**src/rtl/branch_sequencer_pkg.sv**
```systemverilog
// Shared definitions for the PC sequencer: instruction kinds, FSM states, fault bits.
package branch_sequencer_pkg;

  localparam logic [2:0] KIND_SEQ  = 3'd0;
  localparam logic [2:0] KIND_JUMP = 3'd1;
  localparam logic [2:0] KIND_CALL = 3'd2;
  localparam logic [2:0] KIND_RET  = 3'd3;
  localparam logic [2:0] KIND_HALT = 3'd4;

  localparam int FAULT_OVF = 0;
  localparam int FAULT_UNF = 1;

  typedef enum logic [1:0] {
    ST_BOOT  = 2'd0,
    ST_RUN   = 2'd1,
    ST_FLUSH = 2'd2,
    ST_HALT  = 2'd3
  } seq_state_e;

  // Kinds that may leave the sequential path when their condition passes.
  function automatic logic is_ctrl_kind(input logic [2:0] kind);
    return (kind == KIND_JUMP) || (kind == KIND_CALL) ||
           (kind == KIND_RET)  || (kind == KIND_HALT);
  endfunction

endpackage

```
**src/rtl/branch_sequencer_return_stack.sv**
```systemverilog
// LIFO of return addresses; ignores push when full and pop when empty.
module branch_sequencer_return_stack #(
  parameter  int DEPTH = 8,
  parameter  int W     = 8,
  localparam int LW    = $clog2(DEPTH + 1)
) (
  input  logic          clk_i,
  input  logic          rst_n_i,
  input  logic          push_i,
  input  logic          pop_i,
  input  logic [W-1:0]  data_i,
  output logic [W-1:0]  top_o,
  output logic          full_o,
  output logic          empty_o,
  output logic [LW-1:0] level_o
);

  localparam int IW = $clog2(DEPTH);

  logic [W-1:0]  mem_q [DEPTH];
  logic [LW-1:0] level_q, level_d;
  logic [IW-1:0] wr_idx, rd_idx;

  always_comb begin
    full_o  = (level_q == LW'(DEPTH));
    empty_o = (level_q == '0);
    wr_idx  = IW'(level_q);
    rd_idx  = IW'(level_q - LW'(1));
    top_o   = mem_q[rd_idx];
    level_d = level_q;
    if (push_i && !full_o)       level_d = level_q + LW'(1);
    else if (pop_i && !empty_o)  level_d = level_q - LW'(1);
  end

  // Entries are not reset; only the level matters for validity.
  always_ff @(posedge clk_i) begin
    if (push_i && !full_o) mem_q[wr_idx] <= data_i;
  end

  always_ff @(posedge clk_i or negedge rst_n_i) begin
    if (!rst_n_i) level_q <= '0;
    else          level_q <= level_d;
  end

  assign level_o = level_q;

endmodule

```
**src/rtl/branch_sequencer.sv**
```systemverilog
// Next-PC sequencer: sequential, conditional JUMP, CALL/RET via return stack, HALT.
// Every taken redirect squashes exactly one wrong-path instruction (FLUSH state).
module branch_sequencer
  import branch_sequencer_pkg::*;
#(
  parameter  int                ADDR_W       = 8,
  parameter  int                STACK_DEPTH  = 8,
  parameter  logic [ADDR_W-1:0] RESET_VECTOR = '0,
  localparam int                LVL_W        = $clog2(STACK_DEPTH + 1)
) (
  input  logic              clk_i,
  input  logic              rst_n_i,
  input  logic              stall_i,
  input  logic              instr_valid_i,
  input  logic [2:0]        instr_kind_i,
  input  logic [ADDR_W-1:0] instr_target_i,
  input  logic              flags_are_valid_i,
  output logic [ADDR_W-1:0] pc_o,
  output logic              pc_valid_o,
  output logic              redirect_o,
  output logic [LVL_W-1:0]  stack_level_o,
  output logic              halted_o,
  output logic [1:0]        fault_o
);

  seq_state_e        state_q;
  logic [ADDR_W-1:0] pc_q, pc_last_q;
  logic              pc_valid_q, redirect_q, halted_q;
  logic [1:0]        fault_q;

  logic              take, push_en, pop_en;
  logic [ADDR_W-1:0] ret_addr_d, pc_inc, stk_top;
  logic              stk_full, stk_empty;

  always_comb begin
    take       = (state_q == ST_RUN) && !stall_i && instr_valid_i &&
                 flags_are_valid_i && is_ctrl_kind(instr_kind_i);
    push_en    = take && (instr_kind_i == KIND_CALL) && !stk_full;
    pop_en     = take && (instr_kind_i == KIND_RET)  && !stk_empty;
    ret_addr_d = pc_last_q + ADDR_W'(1);
    pc_inc     = pc_q + ADDR_W'(1);
  end

  branch_sequencer_return_stack #(.DEPTH(STACK_DEPTH), .W(ADDR_W)) u_stack (
    .clk_i   (clk_i),
    .rst_n_i (rst_n_i),
    .push_i  (push_en),
    .pop_i   (pop_en),
    .data_i  (ret_addr_d),
    .top_o   (stk_top),
    .full_o  (stk_full),
    .empty_o (stk_empty),
    .level_o (stack_level_o)
  );

  always_ff @(posedge clk_i or negedge rst_n_i) begin
    if (!rst_n_i) begin
      state_q    <= ST_BOOT;
      pc_q       <= RESET_VECTOR;
      pc_last_q  <= RESET_VECTOR;
      pc_valid_q <= 1'b0;
      redirect_q <= 1'b0;
      halted_q   <= 1'b0;
      fault_q    <= 2'b00;
    end else begin
      case (state_q)
        ST_BOOT: begin
          state_q    <= ST_RUN;
          pc_valid_q <= 1'b1;
        end
        ST_RUN: begin
          if (!stall_i) begin
            pc_last_q  <= pc_q;
            redirect_q <= 1'b0;
            pc_q       <= pc_inc;
            if (take) begin
              case (instr_kind_i)
                KIND_JUMP: begin
                  pc_q       <= instr_target_i;
                  redirect_q <= 1'b1;
                  pc_valid_q <= 1'b0;
                  state_q    <= ST_FLUSH;
                end
                KIND_CALL: begin
                  pc_valid_q <= 1'b0;
                  if (stk_full) begin
                    pc_q               <= pc_q;
                    fault_q[FAULT_OVF] <= 1'b1;
                    halted_q           <= 1'b1;
                    state_q            <= ST_HALT;
                  end else begin
                    pc_q       <= instr_target_i;
                    redirect_q <= 1'b1;
                    state_q    <= ST_FLUSH;
                  end
                end
                KIND_RET: begin
                  pc_valid_q <= 1'b0;
                  if (stk_empty) begin
                    pc_q               <= pc_q;
                    fault_q[FAULT_UNF] <= 1'b1;
                    halted_q           <= 1'b1;
                    state_q            <= ST_HALT;
                  end else begin
                    pc_q       <= stk_top;
                    redirect_q <= 1'b1;
                    state_q    <= ST_FLUSH;
                  end
                end
                default: begin
                  // Only KIND_HALT reaches here: take excludes SEQ and 5-7.
                  pc_q       <= pc_q;
                  pc_valid_q <= 1'b0;
                  halted_q   <= 1'b1;
                  state_q    <= ST_HALT;
                end
              endcase
            end
          end
        end
        ST_FLUSH: begin
          // Wrong-path instruction is dropped; stall does not extend the flush.
          redirect_q <= 1'b0;
          pc_valid_q <= 1'b1;
          state_q    <= ST_RUN;
        end
        default: begin
          state_q <= ST_HALT;
        end
      endcase
    end
  end

  assign pc_o       = pc_q;
  assign pc_valid_o = pc_valid_q;
  assign redirect_o = redirect_q;
  assign halted_o   = halted_q;
  assign fault_o    = fault_q;

endmodule

```
**config.mk**
```make
export PLATFORM = sky130hd
export DESIGN_NAME = branch_sequencer
export DESIGN_NICKNAME = d
export VERILOG_FILES = /design/src/rtl/branch_sequencer_pkg.sv /design/src/rtl/branch_sequencer_return_stack.sv /design/src/rtl/branch_sequencer.sv
export SDC_FILE = /design/constraint.sdc
export NUM_CORES = 1
export LEC_CHECK = 0
export CAP_MARGIN = 40
export CELL_PAD_IN_SITES_DETAIL_PLACEMENT = 1
export CELL_PAD_IN_SITES_GLOBAL_PLACEMENT = 1
export CORE_ASPECT_RATIO = 1.25
export CORE_MARGIN = 1.5
export CORE_UTILIZATION = 43
export DETAILED_ROUTE_END_ITERATION = 16
export GPL_TIMING_DRIVEN = 0
export HOLD_SLACK_MARGIN = 0.1
export PLACE_DENSITY = 0.75
export SYNTH_ARGS = -nofsm -noshare
export SYNTH_HDL_FRONTEND = slang
export SYNTH_SLANG_ARGS = --single-unit
```
**constraint.sdc**
```tcl
create_clock -name clk_i -period 2.5 [get_ports clk_i]
set_input_delay 0.5 -clock clk_i [delete_from_list [all_inputs] [get_ports clk_i]]
set_output_delay 0.5 -clock clk_i [all_outputs]
set_load 0.1 [all_outputs]
```
==> results.yml, run 1 <==
setup_path:
  critPathLaunchType: "flop"
  crit_end: "pc_o[1]"
  startpoint: "u_stack.level_o[0]"
  r2r-start: "u_stack.level_o[0]"
  path_cells: "buf_6 > buf_8 > inv_4 > ha_1 > buf_8 > buf_8 > mux4_2 > mux2i_2 > o211ai_1 > a22o_1"
  critical_path_required_ps: 2730
  cp_top_family: "buffers and inverters"
  max_stage_delay_ps: 500
  rr_worst_depth: 10
  worstSetupPathDepth: 10
  cp_max_fo: 10
  r2r-end: "pc_o[1]"
  arrival_ps: 2660
  worstSetupPathType: "flop to flop"
  cpMostUsedCell: "buf_8"
  cp_num_buf_inv: 5
  crit_slowest_cell: "dfrtp_4"
  rrSetupSlack_ps: 70
  end_kind: "flop"
routing:
  routed_via_density: 5.827
  route.detailed.drc: 0
  drt_pre_antenna_iters: 4
  drt_iter0_markers: 132
  wire_per_inst_um: 23.31
  routed_wl_mm: 12.12
  detail-route-antenna-nets: 0
  dr_total_vias: 3030
timing:
  hold_violations: 0
  fmax_mhz: 411.6
  drv_slew: 0
  setup_viol: 0
  post-route-period-util_pct: 97.17
  slew_headroom_pct: 39.21
  clock_skew_ps: 13.73
  min_period_ps: 2429
  worst_pin_slew_ps: 905.4
finish:
  antenna_cells: 0
  fillers: 929
  area_delta_synth_final_pct: 32.14
  final_cell_mix: "edfxtp_1 (64), nand2_1 (33), clkdlybuf4s50_1 (32), dfrtp_1 (24), buf_8 (21)"
  layout.nets: 411
  finalNonFillerCells: 520
  drive_gt1_share_pct: 26.90
  layout_commonest_cell: "edfxtp_1"
worst_hold_path:
  min_path_type: "flop to flop"
synthesis:
  postSynthCellCount: 321
  synth_nets: 342
  yosys_warnings: 0
  async_reset_ff_share_pct: 29.67
  netlist_area_sq_um: 4290
  netlist.area_leader.share_pct: 44.79
  synth_largest_area_cell: "edfxtp_1"
  ys.flop_type: "edfxtp_1"
  synth_edf_count: 64
  avgSynthCellArea_sq_um: 13.37
  synth_cell_types: 61
  ys_seq_area_share_pct: 60.54
  synth_seq_cells: 91
  synthTopCellsByArea: "edfxtp_1 (45%), dfrtp_1 (16%), mux4_2 (7.3%)"
floorplan:
  rows: 40
  dieWidth_um: 92.34
  dieArea_sq_um: 10590
  fp.dieH_um: 114.7
  io_pins: 33
  initial_core_util_pct: 44.42
  fp.coreArea_sq_um: 9659
place:
  dp.cells: 497
  gp_congestion: 0.8557
  hpwl_mm: 7.922
  io_buffers: 32
grt:
  grt_pass1_wl_mm: 19.02
  grt_remaining_overflow: 0
  grt_start_max_net_pins: 17
  grt_use_met1_pct: 30.51
  grt.busiest_layer: "met2"
  met3_usage_pct: 5.046
  track_usage_pct: 24.98
  grt_use_met2_pct: 43.09
  antenna_found_initial: 0
  grt_pass1_vias: 3234
clock_network:
  clk_latency_ps: 350
  clock_path_buffers: 2
  clock_tree.root_cell: "clkbuf_16"
  ctsHoldBuffers: 0
  cts_tree: "built"
  htree_levels: 3
  clock_sinks: 91
  cts.clk_slew.worst_paths_ps: 70
  cts_made_buffers: 9
pwr:
  p_per_area_nw_per_um2: 1188
  max-vdd-ir-drop_mv: 0.7216
  power_mw: 6.733
  p_leak_nw: 2.025
run_status:
  outcome: "completed"
run:
  maxCapViolCount: 0
==> synthesized netlist by cell type (2+ instances only) <==
cell type and count:
a31o_2 3, a31oi_1 3, xor2_1 5, a211oi_1 2, nor3b_1 2, nand2b_1 4, ha_1 5, maj3_1 4
nand3b_1 2, o21bai_1 2, nor2b_1 4, o211ai_1 2, a32oi_1 3, and3b_1 2, mux2i_1 5, and2_1 3
and4_1 3, or4b_1 2, a22o_1 3, mux4_2 14, nor2_1 16, nor3_1 6, dfrtp_1 27, xnor2_1 6
buf_2 8, inv_1 9, or3_1 3, a22oi_1 3, mux2_2 3, o21ai_0 8, clkbuf_1 7, edfxtp_1 64
o22ai_1 3, a21oi_1 12, nand2_1 35, or2_2 5, nand3_1 9
==> cell type report <==
class / count / area (sq um) / area share (%)
clock inverters: 4 / 51.30 / 0.9049
well taps: 126 / 157.7 / 2.781
clock buffers: 11 / 232.7 / 4.105
flip-flops and latches: 91 / 2604 / 45.93
plain buffers: 15 / 116.4 / 2.053
repair buffers: 59 / 745.7 / 13.15
inverters: 9 / 36.28 / 0.6400
multi-input cells: 205 / 1725 / 30.43
==> flip-flops by register name, indices dropped and copies added (netlist names) <==
signal,flops
pc_valid_o,1
halted_o,1
u_stack.mem_q,64
redirect_o,1
u_stack.level_o,4
pc_last_q,8
fault_o,2
state_q,2
pc_o,8
==> stage by stage <==
step	hold WS (ps)	util [%]	setup TNS (ps)	area, sq um	worst slack, ps
after floorplan	204.4	-	-1120	4334	-38.71
after global placement	457.8	49.82	-38900	4812	-621.5
after detailed placement	457.2	52.62	-41910	5082	-673.1
after CTS	472.5	58.16	0	5618	5.169
after global routing	487.5	58.69	-10.68	5669	-10.68
final	467.9	58.69	0	5669	70.67
==> worst min path at each step <==
stage               startpoint    endpoint  slack [ps]  cells past startpoint
global placement    fault_o[1]  fault_o[1]         460                      1
detailed placement  fault_o[0]  fault_o[0]         460                      1
CTS                 fault_o[0]  fault_o[0]         470                      1
finish              fault_o[0]  fault_o[0]         470                      1
floorplan              rst_n_i  fault_o[0]         200                      0
global route        fault_o[1]  fault_o[1]         490                      1
==> power by group <==
part	internal (mW)	total [mW]	switching, mW
logic	1.24	3.17	1.93
registers	1.98	2.21	0.227
clock network	0.773	1.36	0.584
==> kinds of logic after synthesis <==
logic type	count (synthesis)	share of synthesized area (%)
XOR/XNOR	11	2.245
adder cells (fa/ha/maj)	9	2.391
flip-flops	91	60.54
multiplexers	22	9.303
AND/OR/NAND/NOR	104	12.98
AO/OA/AOI/OAI	59	10.03
buffers and inverters	25	2.508
==> layer usage <==
layer,vias to the layer above,part of all wire (%),wire length [um]
li1,1362,-,-
met1,1560,41,4964
met2,86,52,6332
met3,22,3.6,439
met4,0,3.2,384
met5,-,0,0
==> repair_timing <==
item                                    CTS  global route
pin swaps                                 8             1
endpoints found under the setup margin   73            75
buffers inserted                          9             0
gates resized for setup                  20            14
Note: power is estimated with default switching activity, not from simulation.
==> run 2, diff against run 1 <==
- CAP_MARGIN: 40 -> 25
- CTS_CLUSTER_SIZE: not set -> 30
==> results.yml, run 2 (synthesis results as in run 1) <==
routing:
  detail-route-antenna-nets: 0
  routed_via_density: 5.824
  routed_wl_mm: 11.72
  route.detailed.drc: 0
  drt_pre_antenna_iters: 4
  dr_total_vias: 2941
  drt_iter0_markers: 154
  wire_per_inst_um: 23.21
clock_network:
  htree_levels: 3
  clk_latency_ps: 340
  ctsHoldBuffers: 0
  cts.clk_slew.worst_paths_ps: 70
  clock_sinks: 91
  clock_path_buffers: 2
  cts_made_buffers: 9
  cts_tree: "built"
  clock_tree.root_cell: "clkbuf_16"
grt:
  grt_start_max_net_pins: 17
  track_usage_pct: 24.17
  grt_remaining_overflow: 0
  grt_pass1_wl_mm: 18.43
  antenna_found_initial: 0
  grt_pass1_vias: 3170
pwr:
  p_per_area_nw_per_um2: 1178
  internal_power_mw: 3.803
  p_leak_nw: 1.981
  max-vdd-ir-drop_mv: 0.4502
  power_frac_seq_pct: 34.5
  p_clk_share_pct: 22.6
  pwr-share-comb_pct: 43.0
  swShare_pct: 40.65
  p_switching_mw: 2.605
finish:
  area_delta_synth_final_pct: 26.77
  largest_register_ffs: 64
  antenna_cells: 0
  fin_area_sq_um: 5439
  layout_commonest_cell: "edfxtp_1"
  finalNonFillerCells: 505
  final_cell_mix: "edfxtp_1 (64), nand2_1 (33), clkdlybuf4s50_1 (25), dfrtp_1 (24), mux4_2 (14)"
  drive_gt1_share_pct: 24.27
  layout.nets: 396
  regMostFlops: "u_stack.mem_q"
floorplan:
  fp.coreArea_sq_um: 9659
  rows: 40
  io_pins: 33
  dieArea_sq_um: 10590
  fp.dieH_um: 114.7
  initial_core_util_pct: 44.42
  dieWidth_um: 92.34
timing:
  clock_skew_ps: 8.475
  min_period_ps: 2412
  grt_setup_unrepaired: "false"
  slew_headroom_pct: 34.31
  setup_viol: 0
  fmax_mhz: 414.5
  whs_ps: 475.0
  tns_ps: 0
  hold_violations: 0
  post-route-period-util_pct: 96.50
  drv_slew: 0
  worst_pin_slew_ps: 982.3
run:
  maxCapViolCount: 0
place:
  placed_area_sq_um: 4827
  dp.cells: 480
  gp_congestion: 0.8557
  io_buffers: 32
  hpwl_mm: 7.552
setup_path:
  cp_top_family: "buffers and inverters"
  path_cells: "clkdlybuf4s50_1"
  critPathLaunchType: "flop"
  crit_slowest_cell: "clkdlybuf4s50_1"
  max_stage_delay_ps: 1130
  cp_max_fo: 3
  worstSetupPathType: "flop to output pin"
  cp_num_buf_inv: 1
  end_kind: "output pin"
  critical_path_required_ps: 2000
  arrival_ps: 1910
worst_hold_path:
  min_path_type: "flop to flop"
run_status:
  outcome: "completed"
run 2: cell types whose count changed in the layout (fill, tap and decap cells not counted), moves of 2 or more:
cell | before | now
buf_4 | 3 | 5
dlygate4sd2_1 | 0 | 3
clkbuf_1 | 5 | 3
buf_8 | 21 | 3
clkdlybuf4s50_1 | 32 | 25
dlymetal6s2s_1 | 0 | 4
run 2: path summary, 6_finish.rpt:
check                                   startpoint                 end  slack (ps)  cells past startpoint
worst max-delay path            u_stack.level_o[0]    stack_level_o[0]          90                      1
worst min-delay path                    fault_o[0]          fault_o[0]         470                      1
worst max register to register  u_stack.level_o[0]             pc_o[1]         100                     10
worst min register to register          fault_o[0]          fault_o[0]         470                      1
max in group asynchronous                  rst_n_i  u_stack.level_o[0]        1310                      2
min in group asynchronous                  rst_n_i          pc_valid_o         620                      1
run 2: final cells by class:
cell class	instances	area, sq um
Buffer	15	115.1
Clock buffer	9	225.2
Clock inverter	6	88.84
Fill cell	955	4220
Inverter	9	36.28
Multi-Input combinational cell	205	1700
Sequential cell	91	2604
Tap cell	126	157.7
Timing Repair Buffer	44	511.7
run 2: repair_timing:
| action | CTS | global route |
|---|---|---|
| setup endpoints to repair | 76 | 59 |
| pin swaps | 8 | 0 |
| resized for setup | 23 | 15 |
| buffers inserted | 11 | 0 |
run 2: layer usage:
layer	track usage, %	vias up	share of wire (%)	routed length, um
met3	3.851	30	3.3	390
met4	12.10	0	3.5	407
li1	-	1330	-	-
met2	41.52	82	52	6134
met1	29.43	1499	41	4789
met5	0	-	0	0
run 2: power by group through the flow:
stage               Clock [mW]  Combinational, mW  Sequential (mW)
floorplan                    0               1.20             2.89
global placement             0               2.52             2.23
detailed placement           0               2.57             2.24
CTS                       1.47               2.68             2.21
global route              1.53               2.93             2.24
finish                    1.45               2.75             2.21
run 2: per-stage QoR:
| stage | power [mW] | utilization (%) | setup slack (ps) |
|---|---|---|---|
| after floorplan | 4.084 | - | -38.71 |
| after global placement | 4.745 | 49.82 | -621.5 |
| after detailed placement | 4.812 | 49.97 | -649.7 |
| after CTS | 6.354 | 55.85 | 3.090 |
| after global routing | 6.695 | 56.31 | 10.02 |
| final | 6.408 | 56.31 | 87.51 |
